==> config.mk <==
export PLATFORM = sky130hd
export DESIGN_NAME = key_debouncer
export DESIGN_NICKNAME = d
export VERILOG_FILES = /design/src/rtl/key_debouncer_pkg.sv /design/src/rtl/key_debouncer_cell.sv /design/src/rtl/key_debouncer.sv
export SDC_FILE = /design/constraint.sdc
export NUM_CORES = 1
export LEC_CHECK = 0
export ABC_AREA = 1
export BUFFER_PORTS_ARGS = -buffer_cell sky130_fd_sc_hd__buf_4
export CELL_PAD_IN_SITES_DETAIL_PLACEMENT = 1
export CELL_PAD_IN_SITES_GLOBAL_PLACEMENT = 2
export CORE_MARGIN = 3
export CORE_UTILIZATION = 30
export CTS_CLUSTER_SIZE = 24
export DETAILED_ROUTE_END_ITERATION = 12
export GPL_TIMING_DRIVEN = 0
export PLACE_DENSITY = 0.7
export SYNTH_ARGS = -nofsm -noshare
export SYNTH_HDL_FRONTEND = slang
export SYNTH_HIERARCHICAL = 1
export SYNTH_SLANG_ARGS = --single-unit
==> constraint.sdc <==
create_clock -name slow_clk -period 3.7 [get_ports slow_clk]
set_input_delay 0.185 -clock slow_clk [delete_from_list [all_inputs] [get_ports slow_clk]]
set_output_delay 0.185 -clock slow_clk [all_outputs]
set_load 0.005 [all_outputs]
==> src/rtl/key_debouncer_pkg.sv <==
// Shared organ definitions: key count, key vector type and small bit-vector
// helpers used by the front-end, setting and playback stages.
package organ_pkg;

  localparam int unsigned NUM_KEYS = 8;

  typedef logic [NUM_KEYS-1:0] key_vec_t;

  localparam key_vec_t KEY_NONE = key_vec_t'(1'b0);
  localparam key_vec_t KEY_ONE  = key_vec_t'(1'b1);

  // Keep only the lowest set bit of a key vector (zero stays zero).
  function automatic key_vec_t isolate_lowest(input key_vec_t v);
    return v & (~v + KEY_ONE);
  endfunction

  // True when two or more bits of the key vector are set.
  function automatic logic more_than_one(input key_vec_t v);
    return ((v & (v - KEY_ONE)) != KEY_NONE);
  endfunction

endpackage : organ_pkg

==> src/rtl/key_debouncer_cell.sv <==
// One debounce channel: two-flop synchroniser, hold counter and accepted
// level. A new level is accepted once the synchronised input has differed
// from the accepted level for DEBOUNCE_CYCLES consecutive cycles; a single
// agreeing cycle restarts the count.
module debounce_cell #(
  parameter int unsigned DEBOUNCE_CYCLES = 20
) (
  input  logic slow_clk,
  input  logic rst_n,
  input  logic raw,
  output logic stb,
  output logic rise
);

  localparam int unsigned CNT_W = $clog2(DEBOUNCE_CYCLES + 1);

  localparam logic [CNT_W-1:0] CNT_ZERO = CNT_W'(1'b0);
  localparam logic [CNT_W-1:0] CNT_ONE  = CNT_W'(1'b1);
  localparam logic [CNT_W-1:0] CNT_LAST = CNT_W'(DEBOUNCE_CYCLES - 1);

  logic             s1_r;
  logic             s2_r;
  logic             stb_r;
  logic [CNT_W-1:0] cnt_r;
  logic [CNT_W-1:0] cnt_nxt_s;
  logic             stb_nxt_s;
  logic             accept_s;

  // Bring the asynchronous switch into the slow_clk domain.
  always_ff @(posedge slow_clk or negedge rst_n) begin
    if (!rst_n) begin
      s1_r <= 1'b0;
      s2_r <= 1'b0;
    end else begin
      s1_r <= raw;
      s2_r <= s1_r;
    end
  end

  // Hold counter: clear on agreement, accept at the last count, else advance.
  always_comb begin
    cnt_nxt_s = cnt_r;
    stb_nxt_s = stb_r;
    accept_s  = 1'b0;
    if (s2_r == stb_r) begin
      cnt_nxt_s = CNT_ZERO;
    end else if (cnt_r == CNT_LAST) begin
      accept_s  = 1'b1;
      stb_nxt_s = s2_r;
      cnt_nxt_s = CNT_ZERO;
    end else begin
      cnt_nxt_s = cnt_r + CNT_ONE;
    end
  end

  // Counter and accepted-level registers.
  always_ff @(posedge slow_clk or negedge rst_n) begin
    if (!rst_n) begin
      cnt_r <= CNT_ZERO;
      stb_r <= 1'b0;
    end else begin
      cnt_r <= cnt_nxt_s;
      stb_r <= stb_nxt_s;
    end
  end

  assign stb = stb_r;
  // Accept strobe for a 0->1 transition. It is registered by the consumer
  // on the same edge that loads stb, so the registered pulse lines up with
  // the first cycle in which stb reads 1.
  assign rise = accept_s & s2_r;

endmodule : debounce_cell

==> src/rtl/key_debouncer.sv <==
// Organ front end: debounces the eight note keys and the escape key and
// emits registered single-cycle press pulses. The key pulse word is always
// zero or one-hot; simultaneous accepted presses keep only the lowest key
// and raise multi_press for that cycle.
module key_debouncer
  import organ_pkg::*;
#(
  parameter int unsigned DEBOUNCE_CYCLES = 20
) (
  input  logic       slow_clk,
  input  logic       rst_n,
  input  logic [7:0] raw_buts,
  input  logic       raw_esc,
  output logic [7:0] stable_buts,
  output logic       stable_esc,
  output logic [7:0] pose_buts,
  output logic       pose_esc,
  output logic       multi_press
);

  key_vec_t key_stb_s;
  key_vec_t key_rise_s;
  logic     esc_stb_s;
  logic     esc_rise_s;

  key_vec_t pose_buts_nxt_s;
  logic     multi_nxt_s;

  key_vec_t pose_buts_r;
  logic     pose_esc_r;
  logic     multi_r;

  for (genvar i = 0; i < NUM_KEYS; i++) begin : g_key
    debounce_cell #(
      .DEBOUNCE_CYCLES (DEBOUNCE_CYCLES)
    ) u_cell (
      .slow_clk (slow_clk),
      .rst_n    (rst_n),
      .raw      (raw_buts[i]),
      .stb      (key_stb_s[i]),
      .rise     (key_rise_s[i])
    );
  end

  debounce_cell #(
    .DEBOUNCE_CYCLES (DEBOUNCE_CYCLES)
  ) u_esc_cell (
    .slow_clk (slow_clk),
    .rst_n    (rst_n),
    .raw      (raw_esc),
    .stb      (esc_stb_s),
    .rise     (esc_rise_s)
  );

  // Arbitrate simultaneous key rises: lowest index wins, the rest are dropped.
  always_comb begin
    pose_buts_nxt_s = KEY_NONE;
    multi_nxt_s     = 1'b0;
    if (key_rise_s != KEY_NONE) begin
      pose_buts_nxt_s = isolate_lowest(key_rise_s);
      multi_nxt_s     = more_than_one(key_rise_s);
    end else begin
      pose_buts_nxt_s = KEY_NONE;
      multi_nxt_s     = 1'b0;
    end
  end

  // Pulse output registers, all loaded on the same edge as the stable levels.
  always_ff @(posedge slow_clk or negedge rst_n) begin
    if (!rst_n) begin
      pose_buts_r <= KEY_NONE;
      pose_esc_r  <= 1'b0;
      multi_r     <= 1'b0;
    end else begin
      pose_buts_r <= pose_buts_nxt_s;
      pose_esc_r  <= esc_rise_s;
      multi_r     <= multi_nxt_s;
    end
  end

  assign stable_buts = key_stb_s;
  assign stable_esc  = esc_stb_s;
  assign pose_buts   = pose_buts_r;
  assign pose_esc    = pose_esc_r;
  assign multi_press = multi_r;

endmodule : key_debouncer
# Word level (Yosys, flattened, before mapping)
# Index checks and enable logic that the tools add are counted.
totals:
  register_bits: 82
  inputBits: 11
  output_inout_bits: 19
classes:
  add_sub_neg: 11
  n_eq_ne: 18
  muxes: 38
  bitwise: 21
  n_reduce_logical: 11
ops:
  columns: ["cell", "n"]
  rows:
  - ["$mux W5", 18]
  - ["$add A5 B1 Y5 const B", 9]
  - ["$eq A5 B5 Y1 const B", 9]
  - ["$mux W1", 19]
  - ["$reduce_and A2 Y1", 9]
  - ["$and A8 B8 Y8", 2]
  - ["$reduce_bool A8 Y1", 2]
  - ["$and A1 B1 Y1", 9]
  - ["$eq A1 B1 Y1", 9]
  - ["$not A1 Y1", 9]
  - ["$add A8 B1 Y8 const B", 1]
  - ["$mux W8", 1]
  - ["$not A8 Y8", 1]
  - ["$sub A8 B1 Y8 const B", 1]

# Logic depth before layout (Yosys ltp)
# Gate-level depths: netlist of the first run.
depth:
  depth_word: 8
  mapped_depth: 11
  mapped_depth_nobuf: 11

# Modules after synthesis
# The synthesis of the first run kept the hierarchy.
by_module_without_submodules:
  columns: ["mod", "n_inst", "cells_per_inst", "area_each_um2", "seq_area_each_um2"]
  rows:
  - ["debounce_cell", 9, 40, 369.1, 200.2]
  - ["key_debouncer", 1, 45, 415.4, 250.2]

# Worst setup path after synthesis of the first run
# No wires, ideal clock.
synth_path:
  path_kind: "register to register"
  start: "register g_key[0].u_cell.cnt_r[0]"
  end: "register multi_r (netlist: multi_press)"
  setup_ps: 68
  arrival_ps: 1459
  required_time_ps: 3632
  slack_ps: 2172
  path_stages_with_launch: 12
  n_path_buf: 0
  cell_sequence: "dfrtp_1 ha_1 inv_1 nor2_2 nand2_4 nor2_1 nor2_4 nand3_1 nand2_1 nand2_1 inv_1 nand3_1"
synth_via:
  elab_chain_len: 8
synth_lines:
  columns: ["element", "line_no", "source"]
  rows:
  - ["start, declared", "key_debouncer_cell.sv:24", "logic [CNT_W-1:0] cnt_r;"]
  - ["start signal, assigned", "key_debouncer_cell.sv:62", "cnt_r <= cnt_nxt_s;"]
  - ["$eq A5 B5 Y1 *", "key_debouncer_cell.sv:47", "end else if (cnt_r == CNT_LAST) begin"]
  - ["$mux W1 *", "key_debouncer_cell.sv:47", null]
  - ["$mux W1 *", "key_debouncer_cell.sv:45", "if (s2_r == stb_r) begin"]
  - ["$and A1 B1 Y1 *", "key_debouncer_cell.sv:71", "assign rise = accept_s & s2_r;"]
  - ["via key_rise_s[0]", "key_debouncer.sv:22", "key_vec_t key_rise_s;"]
  - ["$sub A8 B1 Y8", "key_debouncer_pkg.sv:19", "return ((v & (v - KEY_ONE)) != KEY_NONE);"]
  - ["$and A8 B8 Y8", "key_debouncer_pkg.sv:19", null]
  - ["$reduce_bool A8 Y1", "key_debouncer_pkg.sv:19", null]
  - ["$mux W1 *", "key_debouncer.sv:59", "if (key_rise_s != KEY_NONE) begin"]
  - ["via multi_nxt_s", "key_debouncer.sv:27", "logic multi_nxt_s;"]
  - ["end signal, assigned", "key_debouncer.sv:77", "multi_r <= multi_nxt_s;"]
  - ["end, declared", "key_debouncer.sv:31", "logic multi_r;"]
# The timed path passes the listed nets; every way through them passes the cells marked *.
# A chain may end at the register's enable or synchronous reset.

# Final worst setup path of the first run
# Ends and elaborated chain as after synthesis.

==> results of run 1 <==
## power groups by stage
stage / clock (W) / sequential [W] / combinational [W]
final: 0.000883 / 0.000964 / 0.000117
after global routing: 0.000964 / 0.000970 / 0.000138
after CTS: 0.000932 / 0.000964 / 0.000122
after detailed placement: 0 / 0.000980 / 0.000113
after global placement: 0 / 0.000977 / 0.000110
after floorplan: 0 / 0.000972 / 0.0000729
## metal layers
| layer | share of wire, % | GRT usage [%] | routed length [um] |
|---|---|---|---|
| met5 | 0 | 0 | 0 |
| met4 | 2.3 | 5.71 | 165 |
| met3 | 3.8 | 3.89 | 278 |
| met2 | 48 | 18.7 | 3480 |
| met1 | 46 | 14.6 | 3300 |
## cells in the mapped netlist (all sizes together)
library cell,instances
dfrtp,82
o21ai,9
inv,81
nand4,18
o21bai,1
a21oi,10
clkbuf,1
xnor2,9
nor3,2
nand2,81
nand3,30
ha,9
nor2,72
## worst paths after layout
check / endpoint / startpoint / slack, ps / cells after the start
setup / recovery: multi_press$_DFF_PN0_ / g_key[0].u_cell/cnt_r[0]$_DFF_PN0_ / 1900 / 11
hold / removal: g_key[0].u_cell/cnt_r[4]$_DFF_PN0_ / rst_n / 20 / 1
setup reg to reg: multi_press$_DFF_PN0_ / g_key[0].u_cell/cnt_r[0]$_DFF_PN0_ / 1900 / 11
hold reg to reg: g_key[3].u_cell/s2_r$_DFF_PN0_ / g_key[3].u_cell/s1_r$_DFF_PN0_ / 350 / 0
max in group asynchronous: g_key[5].u_cell/s1_r$_DFF_PN0_ / rst_n / 2990 / 1
min in group slow_clk: g_key[3].u_cell/s2_r$_DFF_PN0_ / g_key[3].u_cell/s1_r$_DFF_PN0_ / 350 / 0
## per-stage QoR
stage	total power, W	setup WS [ps]
finish	0.00196	1900
global route	0.00207	1690
global placement	0.00109	1960
CTS	0.00202	1880
detailed placement	0.00109	1920
floorplan	0.00104	2170
## cell families (layout without fill, tap and decap cells)
family,count (synthesis),after routing,share of synthesized area (%)
AND/OR/NAND/NOR,203,203,28.1
XOR/XNOR,9,9,2.11
AO/OA/AOI/OAI,20,20,3.65
buffers and inverters,82,134,8.24
adder cells (fa/ha/maj),9,9,3.01
flip-flops,82,82,54.9
## final cells by class
class                           count  area share [%]
Inverter                           81            6.69
Buffer                              1          0.0825
Multi-Input combinational cell    241            30.3
Tap cell                          168            4.62
Clock buffer                       11            5.56
Timing Repair Buffer               38            6.77
Sequential cell                    82            45.1
Clock inverter                      3           0.880
## registers in the layout, summed over array words and instances (netlist names)
name                cells
u_esc_cell/stb          1
g_key.u_cell/cnt_r     40
u_esc_cell/s1_r         1
g_key.u_cell/stb        8
g_key.u_cell/s2_r       8
multi_press             1
g_key.u_cell/s1_r       8
pose_buts               8
u_esc_cell/s2_r         1
pose_esc                1
u_esc_cell/cnt_r        5
==> reports/summary.txt, run 1 <==
Total wire length -> 7220 um
Layout cells sized above 1 -> 26.3%
Slew Viols, Final -> 0
Leakage -> 2.36 nW
Die height -> 118 um
Num rows -> 40
Area occupied by multi-input gates -> 1380 um2
Initial Util -> 30.9%
Initial antenna violation count -> 0
Yosys reg bits -> 82
Synth-to-Final Area Change -> 21.7%
Worst Path Max Fanout -> 5
Worst EP required -> 3970 ps
DRT iter0 DRCs -> 109
Setup TNS -> 0 ps
CTS buffer count -> 9
Setup Viol. Count Final -> 0
Worst hold path class -> in -> async
Area of the core -> 12,100 um2
Netlist Area Pre-Place -> 3740 um2
Synth Warn # -> 6
Most frequent cells in the layout -> dfrtp_1, inv_1, nand2_1
Finished Layout Cells -> 625
Slowest cell on the critical path -> dfrtp_1
Via-to-Cell Ratio -> 4.29
Gr usage total -> 11.9%
Ant. Diodes -> 0
Final Cell Area -> 4550 um2
CTS H-tree lvls -> 3
Top post-synthesis cells by area -> dfrtp_1, inv_1, nand2_1
Switching part of the total power -> 22.2%
Area leader, netlist -> dfrtp_1
Distinct cell type count after synthesis -> 19
Final clock skew -> 5.44 ps
Relative slew slack -> 29.7%
Root Driver -> clkbuf_16
Total gr overflow -> 0
Max VDD drop -> 0.274 mV
Dpl cells -> 602
Clock power share -> 45.0%
Post-Synthesis Cells -> 405
Final hold slack -> 22.7 ps
Comb power frac -> 6.0%
Die Footprint -> 13,800 um2
Die width -> 118 um
Drt wl/cell -> 11.6 um
Startpoint Class -> flop
Post-CTS Setup Inserts -> 0
Outcome -> complete, no violations
Final #Nets -> 474
CTS-repair resized insts -> 0
CTS tree -> done
Cell Int Power -> 0.00153 W
Worst slew pin tran -> 1060 ps
Dpl cell area -> 4170 um2
Crit path DAT -> 2070 ps
Net Count, Synth -> 425
Pre-antenna DRT Iters -> 4
Critical path cell sequence -> ha_1, inv_1, nor2_2, nand2_4, nor2_1, nor2_4, nand3_1, nand2_1, nand2_1, inv_1, nand3_1
Sequential area share after synthesis -> 54.9%
Setup CP Type -> reg -> reg
First-pass GRT wire length -> 13,300 um
FILL cells -> 1,423
Register area -> 2050 um2
Fin crit period -> 1800 ps
CTS Hold Bufs -> 9
Post-layout util -> 37.6%
Most common cell after layout, fill and taps aside -> dfrtp_1
Power density over the cells -> 432 nW/um2
Post-synth top area share -> 54.9%
Max incr delay on CP -> 400 ps
Max Buffers Root-to-Sink -> 2
Max Cap Viol -> 0
Worst-skew pair later-pin latency -> 340 ps
Boundary pin count -> 30
CTS clk-pin slew, worst paths -> 60 ps
DR vias -> 2,684
Worst Path Buf+Inv -> 2
Antenna Nets Post-Route -> 0
NetSw -> 0.000437 W
Unrepaired setup endpoints after global routing -> false
Final hold vios -> 0
Kind of cell adding the most delay to the critical path -> simple AND/OR/NAND/NOR gates
Port Buf Inserts -> 29
CTS sink count -> 82
Hpwl dp -> 5120 um
Residual DRC -> 0
Vias in the first global route -> 2,818
Nature of the critical path endpoint -> flop
Final period util -> 48.5%
Reg power frac -> 49.1%
Largest net degree at the start of global routing -> 83
Synthesized area per cell -> 9.23 um2
Final GP Congestion -> 0.740
Achievable frequency -> 557 MHz
Power figures use the tool's default switching activity.
==> run 2: changes to the inputs <==
==> constraint.sdc (replaced) <==
create_clock -name slow_clk -period 1.75 [get_ports slow_clk]
set_input_delay 0.0875 -clock slow_clk [delete_from_list [all_inputs] [get_ports slow_clk]]
set_output_delay 0.0875 -clock slow_clk [all_outputs]
set_load 0.005 [all_outputs]
==> run 2 against run 1 <==
Largest cell class unchanged. Critical path type unchanged. Global-route usage barely moved. Critical endpoint unchanged. Via count rose by 0.22%. Cell count rose by 0.48%. Fmax rose by 10%. Sequential power rose by 110%. Non-clock buffer count rose by 3.
==> reports/summary.txt, run 2 (synthesis gave the netlist of run 1 again) <==
Outcome -> complete, no violations
Initial antenna violation count -> 0 (unchanged)
Final Worst Setup Slack -> 121 ps (-1780 ps)
CTS clk-pin slew, worst paths -> 60 ps (about the same)
Dpl cells -> 602 (unchanged)
Hpwl dp -> 5120 um (unchanged)
Antenna Nets Post-Route -> 0 (unchanged)
Synth-to-Final Area Change -> 24.0%
Port Buf Inserts -> 29 (unchanged)
DR vias -> 2,690 (+0.22%)
Worst EP required -> 1970 ps (-2000 ps)
Final hold slack -> 346 ps (+324 ps)
Worst hold path class -> reg -> reg
Worst-skew pair later-pin latency -> 340 ps (about the same)
CTS H-tree lvls -> 3 (unchanged)
Num rows -> 40 (unchanged)
Final period util -> 93.1% (+45 points)
Hold path depth -> 0
CTS sink count -> 82 (unchanged)
Comb power frac -> 6.3% (+0.3 points)
Cell Int Power -> 0.00324 W (+110%)
Setup CP Type -> reg -> reg
Crit path DAT -> 1850 ps (-220 ps)
Total wire length -> 7310 um (+1.2%)
Residual DRC -> 0 (unchanged)
DRT iter0 DRCs -> 103 (-5.5%)
R2R cell count -> 11 (unchanged)
Max Buffers Root-to-Sink -> 2 (unchanged)
Most frequent cells in the layout -> dfrtp_1, inv_1, nand2_1
Startpoint Class -> flop
NetSw -> 0.000929 W (+110%)
Die height -> 118 um (unchanged)
Fin crit period -> 1630 ps (-167 ps)
Clock power share -> 44.8% (-0.2 points)
Setup Viol. Count Final -> 0 (unchanged)
Nature of the critical path endpoint -> flop
Via-to-Cell Ratio -> 4.28 (-0.26%)
Root Driver -> clkbuf_16
CTS tree -> done
Final clock skew -> 5.79 ps (+0.352 ps)
Max Cap Viol -> 0 (unchanged)
Die width -> 118 um (unchanged)
Achievable frequency -> 614 MHz (+10%)
Final #Nets -> 477 (+0.63%)
First-pass GRT wire length -> 13,300 um (+0.26%)
Worst slew pin tran -> 1060 ps (+4.79 ps)
Final hold vios -> 0 (unchanged)
Max VDD drop -> 0.581 mV (+110%)
Worst Path Max Fanout -> 5 (unchanged)
CTS buffer count -> 9 (unchanged)
Total gr overflow -> 0 (unchanged)
Finished Layout Cells -> 628 (+0.48%)
Most common cell after layout, fill and taps aside -> dfrtp_1
Leakage -> 2.37 nW (+0.59%)
Ant. Diodes -> 0 (unchanged)
Reg power frac -> 48.9% (-0.2 points)
Switching part of the total power -> 22.3% (+0.062 points)
Largest register FFs -> 40 (unchanged)
Area of the core -> 12,100 um2 (unchanged)
Gr usage total -> 11.9% (+0.041 points)
Power density over the cells -> 899 nW/um2 (+110%)
Final GP Congestion -> 0.740 (unchanged)
Most flop-heavy register -> g_key.u_cell/cnt_r
Pre-CTS WS -> -28.9 ps (-1950 ps)
Initial Util -> 30.9% (unchanged)
Vias in the first global route -> 2,823 (+0.18%)
Largest net degree at the start of global routing -> 83 (unchanged)
Die Footprint -> 13,800 um2 (unchanged)
Layout cells sized above 1 -> 29.1% (+2.9 points)
Slew Viols, Final -> 0 (unchanged)
Post-layout util -> 38.3% (+0.70 points)
Boundary pin count -> 30 (unchanged)
Drt wl/cell -> 11.6 um (+0.73%)
Relative slew slack -> 29.3% (-0.32 points)
Pre-antenna DRT Iters -> 4 (unchanged)
[run 2: changes by cell type in the layout (fill, tap and decap cells not counted), sizes merged]
cell,previous run,this run
buf,29,31
dlygate4sd3,9,10
[run 2: area by class of cell]
type	count	area, um2
Sequential cell	82	2050
Clock buffer	11	253
Multi-Input combinational cell	241	1440
Timing Repair Buffer	41	333
Inverter	81	304
Buffer	1	3.75
Tap cell	168	210
Clock inverter	3	40.0
Fill cell	1420	7480
[run 2: path summary, 6_finish.rpt]
kind                                                     from                            endpoint  slack, ps
max                        g_key[1].u_cell/cnt_r[0]$_DFF_PN0_               multi_press$_DFF_PN0_        120
min                            g_key[3].u_cell/s1_r$_DFF_PN0_      g_key[3].u_cell/s2_r$_DFF_PN0_        350
max reg2reg                g_key[1].u_cell/cnt_r[0]$_DFF_PN0_               multi_press$_DFF_PN0_        120
min reg2reg                    g_key[3].u_cell/s1_r$_DFF_PN0_      g_key[3].u_cell/s2_r$_DFF_PN0_        350
max in group asynchronous                               rst_n      g_key[5].u_cell/s1_r$_DFF_PN0_        580
min in group asynchronous                               rst_n  g_key[0].u_cell/cnt_r[4]$_DFF_PN0_        480
[run 2: per-stage QoR]
step | instance area (um2) | total power [W] | TNS, ps
after global placement | 4170 | 0.00230 | 0
after global routing | 4630 | 0.00440 | -13.2
after CTS | 4560 | 0.00427 | 0
after floorplan | 3740 | 0.00221 | 0
after detailed placement | 4170 | 0.00231 | -28.9
final | 4630 | 0.00417 | 0
[run 2: layer usage]
metal,track usage [%],share of wire [%],up-vias
met5,0,0,-
met4,5.71,2.3,0
met3,3.84,3.7,11
met2,18.8,49,28
li1,-,-,1350
met1,14.7,45,1301
[run 2: repair_timing]
action | 4_1_cts | 5_1_grt
buffers inserted | 0 | 2
hold buffers | 10 | 0
pin swaps | 0 | 1
setup endpoints to repair | 1 | 5
gates resized for setup | 2 | 15
hold endpoints to repair | 83 | 0
[run 2: critical path: stages (launching register included)]
cell and delay [ps]:
dfrtp_1 410, ha_2 230, inv_1 80, nor2_2 50
nand2_4 100, nor2_2 70, nor2_4 210, nand2_2 90
nand2_1 60, nand2_1 40, nor2_1 100, nand3_1 80
[run 2: power groups by stage]
stage	combinational (W)	sequential [W]	clock, W
final	0.000260	0.00204	0.00187
after global routing	0.000306	0.00205	0.00204
after CTS	0.000259	0.00204	0.00197
after detailed placement	0.000239	0.00207	0
after global placement	0.000232	0.00207	0
after floorplan	0.000154	0.00205	0
